## src/rtl/fetch_unit.sv

```systemverilog
// fetch_unit: instruction fetch FSM with one outstanding request and a 1-entry skid buffer.
// Optional performance counters are enabled by defining FETCH_PERF_EN.
module fetch_unit #(
    parameter logic [31:0] RESET_PC = 32'h0000_0000
) (
    input  logic        clk,
    input  logic        rst,
    input  logic        stall,
    input  logic        redirect,
    input  logic [31:0] redirect_pc,
    output logic        im_req,
    output logic [31:0] im_addr,
    input  logic        im_gnt,
    input  logic        im_rvalid,
    input  logic [31:0] im_rdata,
    output logic [31:0] F_PC,
    output logic [31:0] F_instruction,
    output logic        F_valid
`ifdef FETCH_PERF_EN
    ,
    output logic [31:0] perf_fetch_cnt,
    output logic [31:0] perf_drop_cnt
`endif
);
    typedef enum logic [1:0] {IDLE, REQ, WAIT, DROP} state_t;

    state_t      state_q, state_d;
    logic [31:0] next_pc_q, next_pc_d, req_pc_q, req_pc_d;
    logic [31:0] f_pc_q, f_pc_d, f_instr_q, f_instr_d;
    logic        f_valid_q, f_valid_d;
    logic [31:0] skid_pc_q, skid_pc_d, skid_instr_q, skid_instr_d;
    logic        skid_valid_q, skid_valid_d;
    logic        grant, rsp_ok, rsp_drop, consume;

    assign im_req        = (state_q == REQ) && !skid_valid_q;
    assign im_addr       = next_pc_q;
    assign grant         = im_req && im_gnt;
    assign rsp_ok        = (state_q == WAIT) && im_rvalid && !redirect;
    assign rsp_drop      = im_rvalid && (((state_q == WAIT) && redirect) || (state_q == DROP));
    assign consume       = f_valid_q && !stall;
    assign F_PC          = f_pc_q;
    assign F_instruction = f_instr_q;
    assign F_valid       = f_valid_q;

    always_comb begin
        state_d      = state_q;
        f_pc_d       = f_pc_q;
        f_instr_d    = f_instr_q;
        f_valid_d    = f_valid_q;
        skid_pc_d    = skid_pc_q;
        skid_instr_d = skid_instr_q;
        skid_valid_d = skid_valid_q;
        req_pc_d     = grant ? next_pc_q : req_pc_q;
        next_pc_d    = redirect ? (redirect_pc & 32'hFFFF_FFFC) : grant ? next_pc_q + 32'd4 : next_pc_q;
        case (state_q)
            IDLE: state_d = REQ;
            REQ:  state_d = grant ? (redirect ? DROP : WAIT) : REQ;
            WAIT: state_d = im_rvalid ? REQ : (redirect ? DROP : WAIT);
            DROP: state_d = im_rvalid ? REQ : DROP;
        endcase
        // A response landing while F_* is held goes to the skid buffer; no new request is issued until it drains.
        if (redirect) begin
            f_valid_d    = 1'b0;
            f_instr_d    = 32'h0;
            skid_valid_d = 1'b0;
        end else if (consume) begin
            if (skid_valid_q) begin
                f_pc_d       = skid_pc_q;
                f_instr_d    = skid_instr_q;
                skid_valid_d = 1'b0;
            end else if (rsp_ok) begin
                f_pc_d    = req_pc_q;
                f_instr_d = im_rdata;
            end else begin
                f_valid_d = 1'b0;
                f_instr_d = 32'h0;
            end
        end else if (!f_valid_q) begin
            if (rsp_ok) begin
                f_pc_d    = req_pc_q;
                f_instr_d = im_rdata;
                f_valid_d = 1'b1;
            end
        end else if (rsp_ok) begin
            skid_pc_d    = req_pc_q;
            skid_instr_d = im_rdata;
            skid_valid_d = 1'b1;
        end
    end

    always_ff @(posedge clk or posedge rst) begin
        if (rst) begin
            state_q      <= IDLE;
            next_pc_q    <= RESET_PC;
            req_pc_q     <= 32'h0;
            f_pc_q       <= 32'h0;
            f_instr_q    <= 32'h0;
            f_valid_q    <= 1'b0;
            skid_pc_q    <= 32'h0;
            skid_instr_q <= 32'h0;
            skid_valid_q <= 1'b0;
        end else begin
            state_q      <= state_d;
            next_pc_q    <= next_pc_d;
            req_pc_q     <= req_pc_d;
            f_pc_q       <= f_pc_d;
            f_instr_q    <= f_instr_d;
            f_valid_q    <= f_valid_d;
            skid_pc_q    <= skid_pc_d;
            skid_instr_q <= skid_instr_d;
            skid_valid_q <= skid_valid_d;
        end
    end

`ifdef FETCH_PERF_EN
    always_ff @(posedge clk or posedge rst) begin
        if (rst) begin
            perf_fetch_cnt <= 32'h0;
            perf_drop_cnt  <= 32'h0;
        end else begin
            perf_fetch_cnt <= perf_fetch_cnt + {31'h0, rsp_ok};
            perf_drop_cnt  <= perf_drop_cnt + {31'h0, rsp_drop};
        end
    end
`endif
endmodule

```

## config.mk

```make
export PLATFORM = sky130hd
export DESIGN_NAME = fetch_unit
export DESIGN_NICKNAME = d
export VERILOG_FILES = /design/src/rtl/fetch_unit.sv
export SDC_FILE = /design/constraint.sdc
export NUM_CORES = 1
export LEC_CHECK = 0
export CAP_MARGIN = 10
export CORE_MARGIN = 2
export CORE_UTILIZATION = 52
export DETAILED_ROUTE_END_ITERATION = 8
export PLACE_DENSITY_LB_ADDON = 0.3
export SLEW_MARGIN = 10
export SYNTH_ARGS = -nofsm -noshare
export SYNTH_HDL_FRONTEND = slang
export SYNTH_SLANG_ARGS = --single-unit
export TNS_END_PERCENT = 50
```

## constraint.sdc

```tcl
create_clock -name clk -period 8 [get_ports clk]
set_input_delay 1.6 -clock clk [delete_from_list [all_inputs] [get_ports clk]]
set_output_delay 1.6 -clock clk [all_outputs]
set_load 0.1 [all_outputs]
```

==> results.sh, run 1 <==
export IMPL_outcome="finished, final reports clean"
export IMPL_grt_pass1_wl_um=31310
export IMPL_pwr_share_clk_pct=27.3
export IMPL_tightest_slew_ns=1.169
export IMPL_synthDominantCellAreaShare_pct=57.59
export IMPL_critical_path_max_stage_delay_ns=0.88
export IMPL_synth_compound_area_share_pct=12.26
export IMPL_boundaryPins=168
export IMPL_grt_max_degree=108
export IMPL_fp_dieW_um=130
export IMPL_synth_distinct_cells=48
export IMPL_drtAntennaViolNets=0
export IMPL_ys_ff_latch=190
export IMPL_synth_top_family_by_area="simple AND/OR/NAND/NOR gates"
export IMPL_first_pass_iters=5
export IMPL_io_buffers=163
export IMPL_path_cells="clkdlybuf4s50_1, nand3b_1, buf_4, nand2_1, o22ai_1, a21oi_1"
export IMPL_drtIter0Drc=464
export IMPL_avgSynthCellArea_um2=11.08
export IMPL_postCtsSetupBuffers=0
export IMPL_critPathCaptureType="register"
export IMPL_max_freq_ghz=0.2414
export IMPL_fin_skew_ns=0.004913
export IMPL_synth_area_um2=8255
export IMPL_p_int_mw=1.871
export IMPL_crit_buf_inv=2
export IMPL_clock_sinks=190
export IMPL_crit_family="buffers and inverters"
export IMPL_combPwrFrac_pct=34.3
export IMPL_p_switching_mw=1.297
export IMPL_synth_commonest_cells="dfrtp_1, nand2_1, mux2_2"
export IMPL_ys_flop_type="dfrtp_1"
export IMPL_drc=0
export IMPL_hold_viol=0
export IMPL_yosysMostFrequentCell="dfrtp_1"
export IMPL_grt_antenna_before_repair=0
export IMPL_critPathRequiredTime_ns=8.29
export IMPL_critPathLaunchType="input port"
export IMPL_root_buffer="clkbuf_16"
export IMPL_grt_use_total_pct=23.55
export IMPL_yosys_warnings=0
export IMPL_async_flop_share_pct=100.0
export IMPL_dr_total_vias=6376
export IMPL_min_path_type="reg2reg"
export IMPL_tns_ns=0
export IMPL_crit_fanout=63
export IMPL_arrival_ns=4.44
export IMPL_period_needed_ns=4.143
export IMPL_synth_mux_area_share_pct=12.46
export IMPL_cts_tree="done"
export IMPL_insertion_delay_ns=0.42
export IMPL_rsz0062_at_grt="no"
export IMPL_cts_buffer_depth=2
export IMPL_crit_type="in2reg"
export IMPL_cts_buffers=17
export IMPL_dieArea_um2=16900
export IMPL_syn2layout_area_growth_pct=28.95
export IMPL_postCtsHoldBufs=0
export IMPL_place_congestion=0.9180
export IMPL_startpoint="stall"
export IMPL_nets=957
export IMPL_n_antenna_cell=0
export IMPL_peakVddDrop_v=0.0001848
export IMPL_htreeDepth=4
export IMPL_first_global_vias=6238
export IMPL_synthCells=745
export IMPL_start_util_pct=52.54
export IMPL_slew_headroom_pct=21.86
export IMPL_grt_overflow=0
export IMPL_synth_xor_area_share_pct=0.8487
export IMPL_fin_util_pct=67.75
export IMPL_synth_seq_area_share_pct=57.59
export IMPL_slew_viol_final=0
export IMPL_cts_clk_slew_worst_paths_ns=0.07
export IMPL_p_seq_share_pct=38.4
export IMPL_std_cell_rows=46
export IMPL_cp_slowest_cell="nand2_1"
export IMPL_dp_hpwl_um=12690
export IMPL_yosys_area_share_simple_pct=13.55
export IMPL_period_share_pct=51.79
export IMPL_final_cell_count_no_fill=1112
export IMPL_dp_cells=1083
export IMPL_synthAdderAreaFrac_pct=0.1516
export IMPL_power_mw=3.168
export IMPL_powerDensity_nw_per_um2=297.6
export IMPL_viasPerCell=5.734
export IMPL_synth_edf_count=0
export IMPL_yosys_area_top_type="dfrtp_1"
export IMPL_reg2reg_from="skid_valid_q"
export IMPL_synth_area_leaders="dfrtp_1, mux2_2, nand2_1, mux2i_1, o2bb2ai_1"
export IMPL_post_drt_wl_per_cell_um=17.47
export IMPL_wirelength_um=19430
export IMPL_cap_violations=0
export IMPL_setup_viol=0
export IMPL_p_sw_share_pct=40.95
export IMPL_core_area_um2=15710
export IMPL_die_y_um=130
export IMPL_drive_gt1_share_pct=12.39
export IMPL_min_from="F_instruction[11]"
export IMPL_leakage_nw=4.887
export IMPL_ctsResizeCount=0
## cell families (layout without fill, tap and decap cells)
| group | Yosys count | after routing |
|---|---|---|
| and+or+nand+nor | 237 | 237 |
| buffers and inverters | 61 | 211 |
| DFF | 190 | 190 |
| adders and majority gates | 1 | 1 |
| AOI/OAI and AO/OA | 152 | 152 |
| other | 1 | 2 |
| muxes | 95 | 95 |
| xor gates and xnor gates | 8 | 8 |
## layout make-up
type                       count  area (um2)
fill                        1191        5067
sequential                   190        4755
multi-input combinational    495        3278
timing repair buffer         172        1699
clock buffer                  18       429.2
tap                          216       270.3
clock inverter                11       168.9
inverter                      10       45.04
## per-layer routing
metal	global-route usage, %	vias to the layer above	share of wire [%]
li1	-	2964	-
met2	36.25	249	46
met1	33.43	3134	45
met4	8.476	0	1.9
met3	5.002	29	6.5
met5	0	-	0
## placed cells by master (no fill, tap or decap), drive strengths merged, types with 4 or more instances in the layout
master	Yosys	routed
nor2b	6	6
o21ai	22	22
mux2	62	62
o22ai	30	30
a21oi	33	33
a221o	4	4
nor4	7	7
nand3	12	12
buf	19	9
clkdlybuf4s50	0	163
or4	10	10
a31oi	11	11
dfrtp	190	190
clkbuf	32	18
bufinv	0	4
nor2	54	54
inv	9	10
o31ai	10	10
xnor2	7	7
mux2i	33	33
nand2	108	108
o2bb2ai	32	32
clkinvlp	0	4
nor3	9	9
nand4	14	14
## power by group through the flow
| stage | clock network, mW | logic (mW) | registers, mW |
|---|---|---|---|
| after detailed placement | 0 | 1.09 | 1.23 |
| after global routing | 0.924 | 1.14 | 1.23 |
| after CTS | 0.875 | 1.09 | 1.22 |
| after global placement | 0 | 1.08 | 1.22 |
| after floorplan | 0 | 0.205 | 1.81 |
| final | 0.865 | 1.09 | 1.22 |
## path summary, 6_finish.rpt
check,end,slack [ns],cells past startpoint
worst max-delay path,F_PC[29],3.86,6
worst min-delay path,F_instruction[11],0.49,1
worst max register to register,F_PC[29],5.11,5
worst min register to register,F_instruction[11],0.49,1
max in group asynchronous,im_addr[10],4.75,3
min in group asynchronous,skid_instr_q[11],1.72,2
## per-stage QoR
stage | hold WS (ns) | setup slack (ns) | cell area (um2)
5_1_grt | 0.4985 | 3.681 | 10650
6_report | 0.4887 | 3.857 | 10650
3_3_place_gp | 0.4706 | 3.559 | 10050
2_1_floorplan | 0.4632 | 1.230 | 8259
3_5_place_dp | 0.4733 | 3.452 | 10050
4_1_cts | 0.4922 | 3.900 | 10650
## sequential cells by signal, summed over array words and instances (netlist names)
register       flops
skid_instr_q      32
skid_pc_q         30
im_addr           30
F_instruction     32
F_valid            1
req_pc_q          30
skid_valid_q       1
state_q            2
F_PC              32
Power figures use the tool's default switching activity.
==> run 2: changes to the inputs <==
--- a/config.mk
+++ b/config.mk
@@ -7,7 +7,7 @@
 export LEC_CHECK = 0
 export CAP_MARGIN = 10
 export CORE_MARGIN = 2
-export CORE_UTILIZATION = 52
+export CORE_UTILIZATION = 47
 export DETAILED_ROUTE_END_ITERATION = 8
 export PLACE_DENSITY_LB_ADDON = 0.3
 export SLEW_MARGIN = 10
==> constraint.sdc (replaced) <==
create_clock -name clk -period 3.4 [get_ports clk]
set_input_delay 0.68 -clock clk [delete_from_list [all_inputs] [get_ports clk]]
set_output_delay 0.68 -clock clk [all_outputs]
set_load 0.1 [all_outputs]
==> run 2 against run 1 <==
  * Routed wire length fell by 2.6%
  * Utilization fell by 6.4 points
  * Clock-buffer cell count fell by 1
  * Largest power group unchanged
==> results.sh, run 2 (synthesis results as in run 1) <==
export IMPL_min_path_type="reg2reg"
export IMPL_max_freq_ghz=0.3847
export IMPL_dp_hpwl_um=12880
export IMPL_combPwrFrac_pct=34.0
export IMPL_core_area_um2=17240
export IMPL_period_needed_ns=2.599
export IMPL_tightest_slew_ns=0.9697
export IMPL_drive_gt1_share_pct=21.61
export IMPL_fin_skew_ns=0.01579
export IMPL_syn2layout_area_growth_pct=28.19
export IMPL_drtAntennaViolNets=0
export IMPL_dieArea_um2=18640
export IMPL_final_cell_count_no_fill=1132
export IMPL_start_util_pct=47.89
export IMPL_powerDensity_nw_per_um2=694.6
export IMPL_path_cells="clkdlybuf4s50_1"
export IMPL_first_global_vias=5920
export IMPL_boundaryPins=168
export IMPL_crit_type="reg2out"
export IMPL_tns_ns=0
export IMPL_wirelength_um=18920
export IMPL_leakage_nw=5.014
export IMPL_peakVddDrop_v=0.0004106
export IMPL_slew_viol_final=0
export IMPL_critPathCaptureType="output pin"
export IMPL_postCtsHoldBufs=0
export IMPL_period_share_pct=76.45
export IMPL_fill_cells=1418
export IMPL_fin_hold_ws_ns=0.4883
export IMPL_hold_end="F_instruction[24]"
export IMPL_clock_sinks=190
export IMPL_root_buffer="clkbuf_16"
export IMPL_htreeDepth=4
export IMPL_dp_slack_ns=0.4771
export IMPL_grt_antenna_before_repair=0
export IMPL_n_antenna_cell=0
export IMPL_arrival_ns=1.92
export IMPL_postCtsSetupBuffers=0
export IMPL_grt_overflow=0
export IMPL_pwr_share_clk_pct=27.2
export IMPL_p_int_mw=4.278
export IMPL_io_buffers=163
export IMPL_cts_buffers=17
export IMPL_critPathRequiredTime_ns=2.72
export IMPL_grt_max_degree=69
export IMPL_slew_headroom_pct=35.15
export IMPL_rrSetupSlack_ns=1.12
export IMPL_r2r_end="im_addr[25]"
export IMPL_crit_fanout=2
export IMPL_place_congestion=0.8228
export IMPL_min_from="F_instruction[24]"
export IMPL_cts_tree="done"
export IMPL_insertion_delay_ns=0.43
export IMPL_setup_viol=0
export IMPL_final_common_cell="dfrtp_1"
export IMPL_rsz0062_at_grt="no"
export IMPL_post_drt_wl_per_cell_um=16.72
export IMPL_dp_cells=1101
export IMPL_rr_worst_depth=4
export IMPL_cts_buffer_depth=2
export IMPL_fin_ws_ns=0.8008
export IMPL_hold_path_depth=1
export IMPL_grt_use_total_pct=21.01
export IMPL_critical_path_max_stage_delay_ns=1.14
export IMPL_std_cell_rows=48
export IMPL_first_pass_iters=5
export IMPL_outcome="finished, final reports clean"
export IMPL_nets=966
export IMPL_reg2reg_from="state_q[1]"
export IMPL_cap_violations=0
export IMPL_drtIter0Drc=400
export IMPL_viasPerCell=5.545
export IMPL_cts_clk_slew_worst_paths_ns=0.06
export IMPL_critPathLaunchType="register"
export IMPL_cp_slowest_cell="clkdlybuf4s50_1"
export IMPL_power_mw=7.350
export IMPL_p_seq_share_pct=38.7
export IMPL_ctsResizeCount=0
export IMPL_hold_viol=0
export IMPL_drc=0
export IMPL_dr_total_vias=6277
export IMPL_fp_dieW_um=136.5
export IMPL_die_y_um=136.5
export IMPL_grt_pass1_wl_um=30870
export IMPL_crit_buf_inv=1
export IMPL_p_sw_share_pct=41.79
export IMPL_crit_family="buffers and inverters"
export IMPL_p_switching_mw=3.072
export IMPL_final_cell_mix="dfrtp_1, nand2_1, clkdlybuf4s50_1"
[run 2: layout make-up]
| cell class | instances | area [um2] | share of cell area, % |
|---|---|---|---|
| Multi-Input combinational cell | 495 | 3278 | 30.98 |
| Clock buffer | 17 | 425.4 | 4.020 |
| Inverter | 10 | 41.29 | 0.3902 |
| Clock inverter | 14 | 167.7 | 1.584 |
| Tap cell | 225 | 281.5 | 2.660 |
| Timing Repair Buffer | 181 | 1634 | 15.44 |
| Sequential cell | 190 | 4755 | 44.93 |
[run 2: through the flow]
stage	instance area [um2]	util, %
after floorplan	8263	-
after global placement	9990	57.96
after detailed placement	9990	57.96
after CTS	10580	61.40
after global routing	10580	61.40
final	10580	61.40
[run 2: worst max-delay path by stage]
| stage | start | endpoint | slack (ns) | cells past startpoint |
|---|---|---|---|---|
| 2_1_floorplan | skid_valid_q | im_req | 0.07 | 1 |
| 3_3_place_gp | im_gnt | im_addr[25] | 0.51 | 5 |
| 3_5_place_dp | im_gnt | im_addr[27] | 0.48 | 5 |
| 4_1_cts | F_instruction[17] | F_instruction[17] | 0.77 | 1 |
| 5_1_grt | F_instruction[17] | F_instruction[17] | 0.71 | 1 |
| 6_report | F_instruction[13] | F_instruction[13] | 0.80 | 1 |
[run 2: routing by layer]
layer / track usage [%] / vias to the layer above / wire length [um]
met3: 4.407 / 15 / 1350
met1: 31.35 / 3028 / 9074
li1: - / 2987 / -
met2: 30.97 / 247 / 8298
met4: 6.192 / 0 / 199
met5: 0 / - / 0
[run 2: power by group through the flow]
stage          Clock, mW  Combinational [mW]  Sequential [mW]
6_report            2.00                2.50             2.85
5_1_grt             2.15                2.61             2.89
4_1_cts             2.05                2.52             2.85
3_5_place_dp           0                2.51             2.89
3_3_place_gp           0                2.49             2.88
2_1_floorplan          0               0.483             4.26
==> run 3: changes to the inputs <==
==> constraint.sdc (replaced) <==
create_clock -name clk -period 2.2 [get_ports clk]
set_input_delay 0.44 -clock clk [delete_from_list [all_inputs] [get_ports clk]]
set_output_delay 0.44 -clock clk [all_outputs]
set_load 0.1 [all_outputs]
==> run 3 against run 2 <==
  * Largest cell class unchanged
  * Final cell count up 3.6%
  * Clock-buffer cell count up 3
  * Clock power up 48%
  * Via count up 1.6%
  * Clock skew down 0.0069 ns
  * Cell area up 2.8%
  * Sequential power up 52%
  * Register-to-register slack worse by 0.95 ns
  * Combinational power up 61%
  * Sequential cell count unchanged
  * Die area unchanged
==> results.sh, run 3 (synthesis results as in run 1) <==
export IMPL_reg2reg_from="state_q[1]"
export IMPL_syn2layout_area_growth_pct=31.78
export IMPL_arrival_ns=2.45
export IMPL_grt_max_degree=114
export IMPL_drc=0
export IMPL_grt_antenna_before_repair=0
export IMPL_fin_util_pct=63.12
export IMPL_drtAntennaViolNets=0
export IMPL_critPathCaptureType="register"
export IMPL_first_pass_iters=5
export IMPL_startpoint="im_gnt"
export IMPL_crit_fanout=12
export IMPL_postCtsSetupBuffers=0
export IMPL_cts_clk_slew_worst_paths_ns=0.07
export IMPL_grt_pass1_wl_um=32100
export IMPL_grt_use_total_pct=22.01
export IMPL_root_buffer="clkbuf_16"
export IMPL_peakVddDrop_v=0.0007352
export IMPL_drive_gt1_share_pct=27.43
export IMPL_ctsResizeCount=0
export IMPL_wirelength_um=19790
export IMPL_first_global_vias=6172
export IMPL_fin_hold_ws_ns=0.4741
export IMPL_htreeDepth=4
export IMPL_powerDensity_nw_per_um2=1042
export IMPL_nets=1006
export IMPL_period_share_pct=95.46
export IMPL_crit_type="in2reg"
export IMPL_worstSetupEndpoint="im_addr[31]"
export IMPL_viasPerCell=5.436
export IMPL_die_y_um=136.5
export IMPL_rr_worst_depth=4
export IMPL_cap_violations=0
export IMPL_slew_headroom_pct=59.09
export IMPL_n_antenna_cell=0
export IMPL_outcome="finished, final reports clean"
export IMPL_critPathRequiredTime_ns=2.55
export IMPL_critPathLaunchType="input port"
export IMPL_final_cell_count_no_fill=1173
export IMPL_fill_cells=1396
export IMPL_cts_buffer_depth=2
export IMPL_dr_total_vias=6377
export IMPL_setup_viol=0
export IMPL_drtIter0Drc=379
export IMPL_power_mw=11.34
export IMPL_post_drt_wl_per_cell_um=16.87
export IMPL_dp_cells=1141
export IMPL_hold_viol=0
export IMPL_min_path_type="in2async"
export IMPL_cts_tree="done"
export IMPL_clock_sinks=190
export IMPL_io_buffers=163
export IMPL_tightest_slew_ns=0.6136
export IMPL_slew_viol_final=0
export IMPL_leakage_nw=5.279
export IMPL_boundaryPins=168
export IMPL_dieArea_um2=18640
export IMPL_postCtsHoldBufs=0
export IMPL_fin_skew_ns=0.008915
export IMPL_final_cell_mix="dfrtp_1, buf_4, nand2_1"
export IMPL_max_freq_ghz=0.4762
export IMPL_rrSetupSlack_ns=0.17
export IMPL_core_area_um2=17240
export IMPL_start_util_pct=47.89
export IMPL_insertion_delay_ns=0.42
export IMPL_fp_dieW_um=136.5
export IMPL_final_common_cell="dfrtp_1"
export IMPL_grt_overflow=0
export IMPL_r2r_end="im_addr[31]"
export IMPL_period_needed_ns=2.100
export IMPL_std_cell_rows=48
export IMPL_place_congestion=0.8643
export IMPL_rsz0062_at_grt="no"
export IMPL_cts_buffers=17
export IMPL_dp_hpwl_um=13520
[run 3: per-stage QoR]
step | TNS [ns] | worst slack, ns | cell area [um2]
after global routing | 0 | 0.02709 | 10880
after CTS | 0 | 0.1157 | 10880
final | 0 | 0.09984 | 10880
after global placement | -14.93 | -0.3083 | 10310
after floorplan | -141.90 | -0.6885 | 8268
after detailed placement | -15.15 | -0.3359 | 10310
[run 3: how the worst min path moves through the flow]
stage                        endpoint  depth (start not counted)
floorplan                 req_pc_q[5]                          2
global placement    F_instruction[30]                          1
detailed placement  F_instruction[14]                          1
CTS                          F_PC[28]                          3
global route                 F_PC[28]                          3
finish                       F_PC[28]                          3
[run 3: metal layers]
| metal | part of all wire [%] | routed length (um) | track usage (%) |
|---|---|---|---|
| met5 | 0 | 0 | 0 |
| met4 | 0.94 | 187 | 6.308 |
| met3 | 5.6 | 1115 | 4.037 |
| met2 | 44 | 8761 | 32.75 |
| met1 | 49 | 9725 | 33.01 |
[run 3: final cells by class]
class	instances	area, um2	area share [%]
Clock buffer	20	456.7	4.198
Clock inverter	12	110.1	1.012
Inverter	10	41.29	0.3795
Multi-Input combinational cell	495	3283	30.18
Sequential cell	190	4755	43.70
Tap cell	225	281.5	2.588
Timing Repair Buffer	221	1952	17.94
[run 3: worst max-delay path, cell delays in order]
cell	delay (ns)
clkdlybuf4s50_1	0.55
nand4bb_4	0.13
or4_4	0.62
or4_1	0.51
a31oi_1	0.19
[run 3: power breakdown]
group | switching, mW | internal, mW | leakage (nW) | total [mW]
Clock | 1.33 | 1.63 | 0.281 | 2.96
Combinational | 3.10 | 0.931 | 2.56 | 4.03
Sequential | 0.359 | 3.98 | 2.44 | 4.34
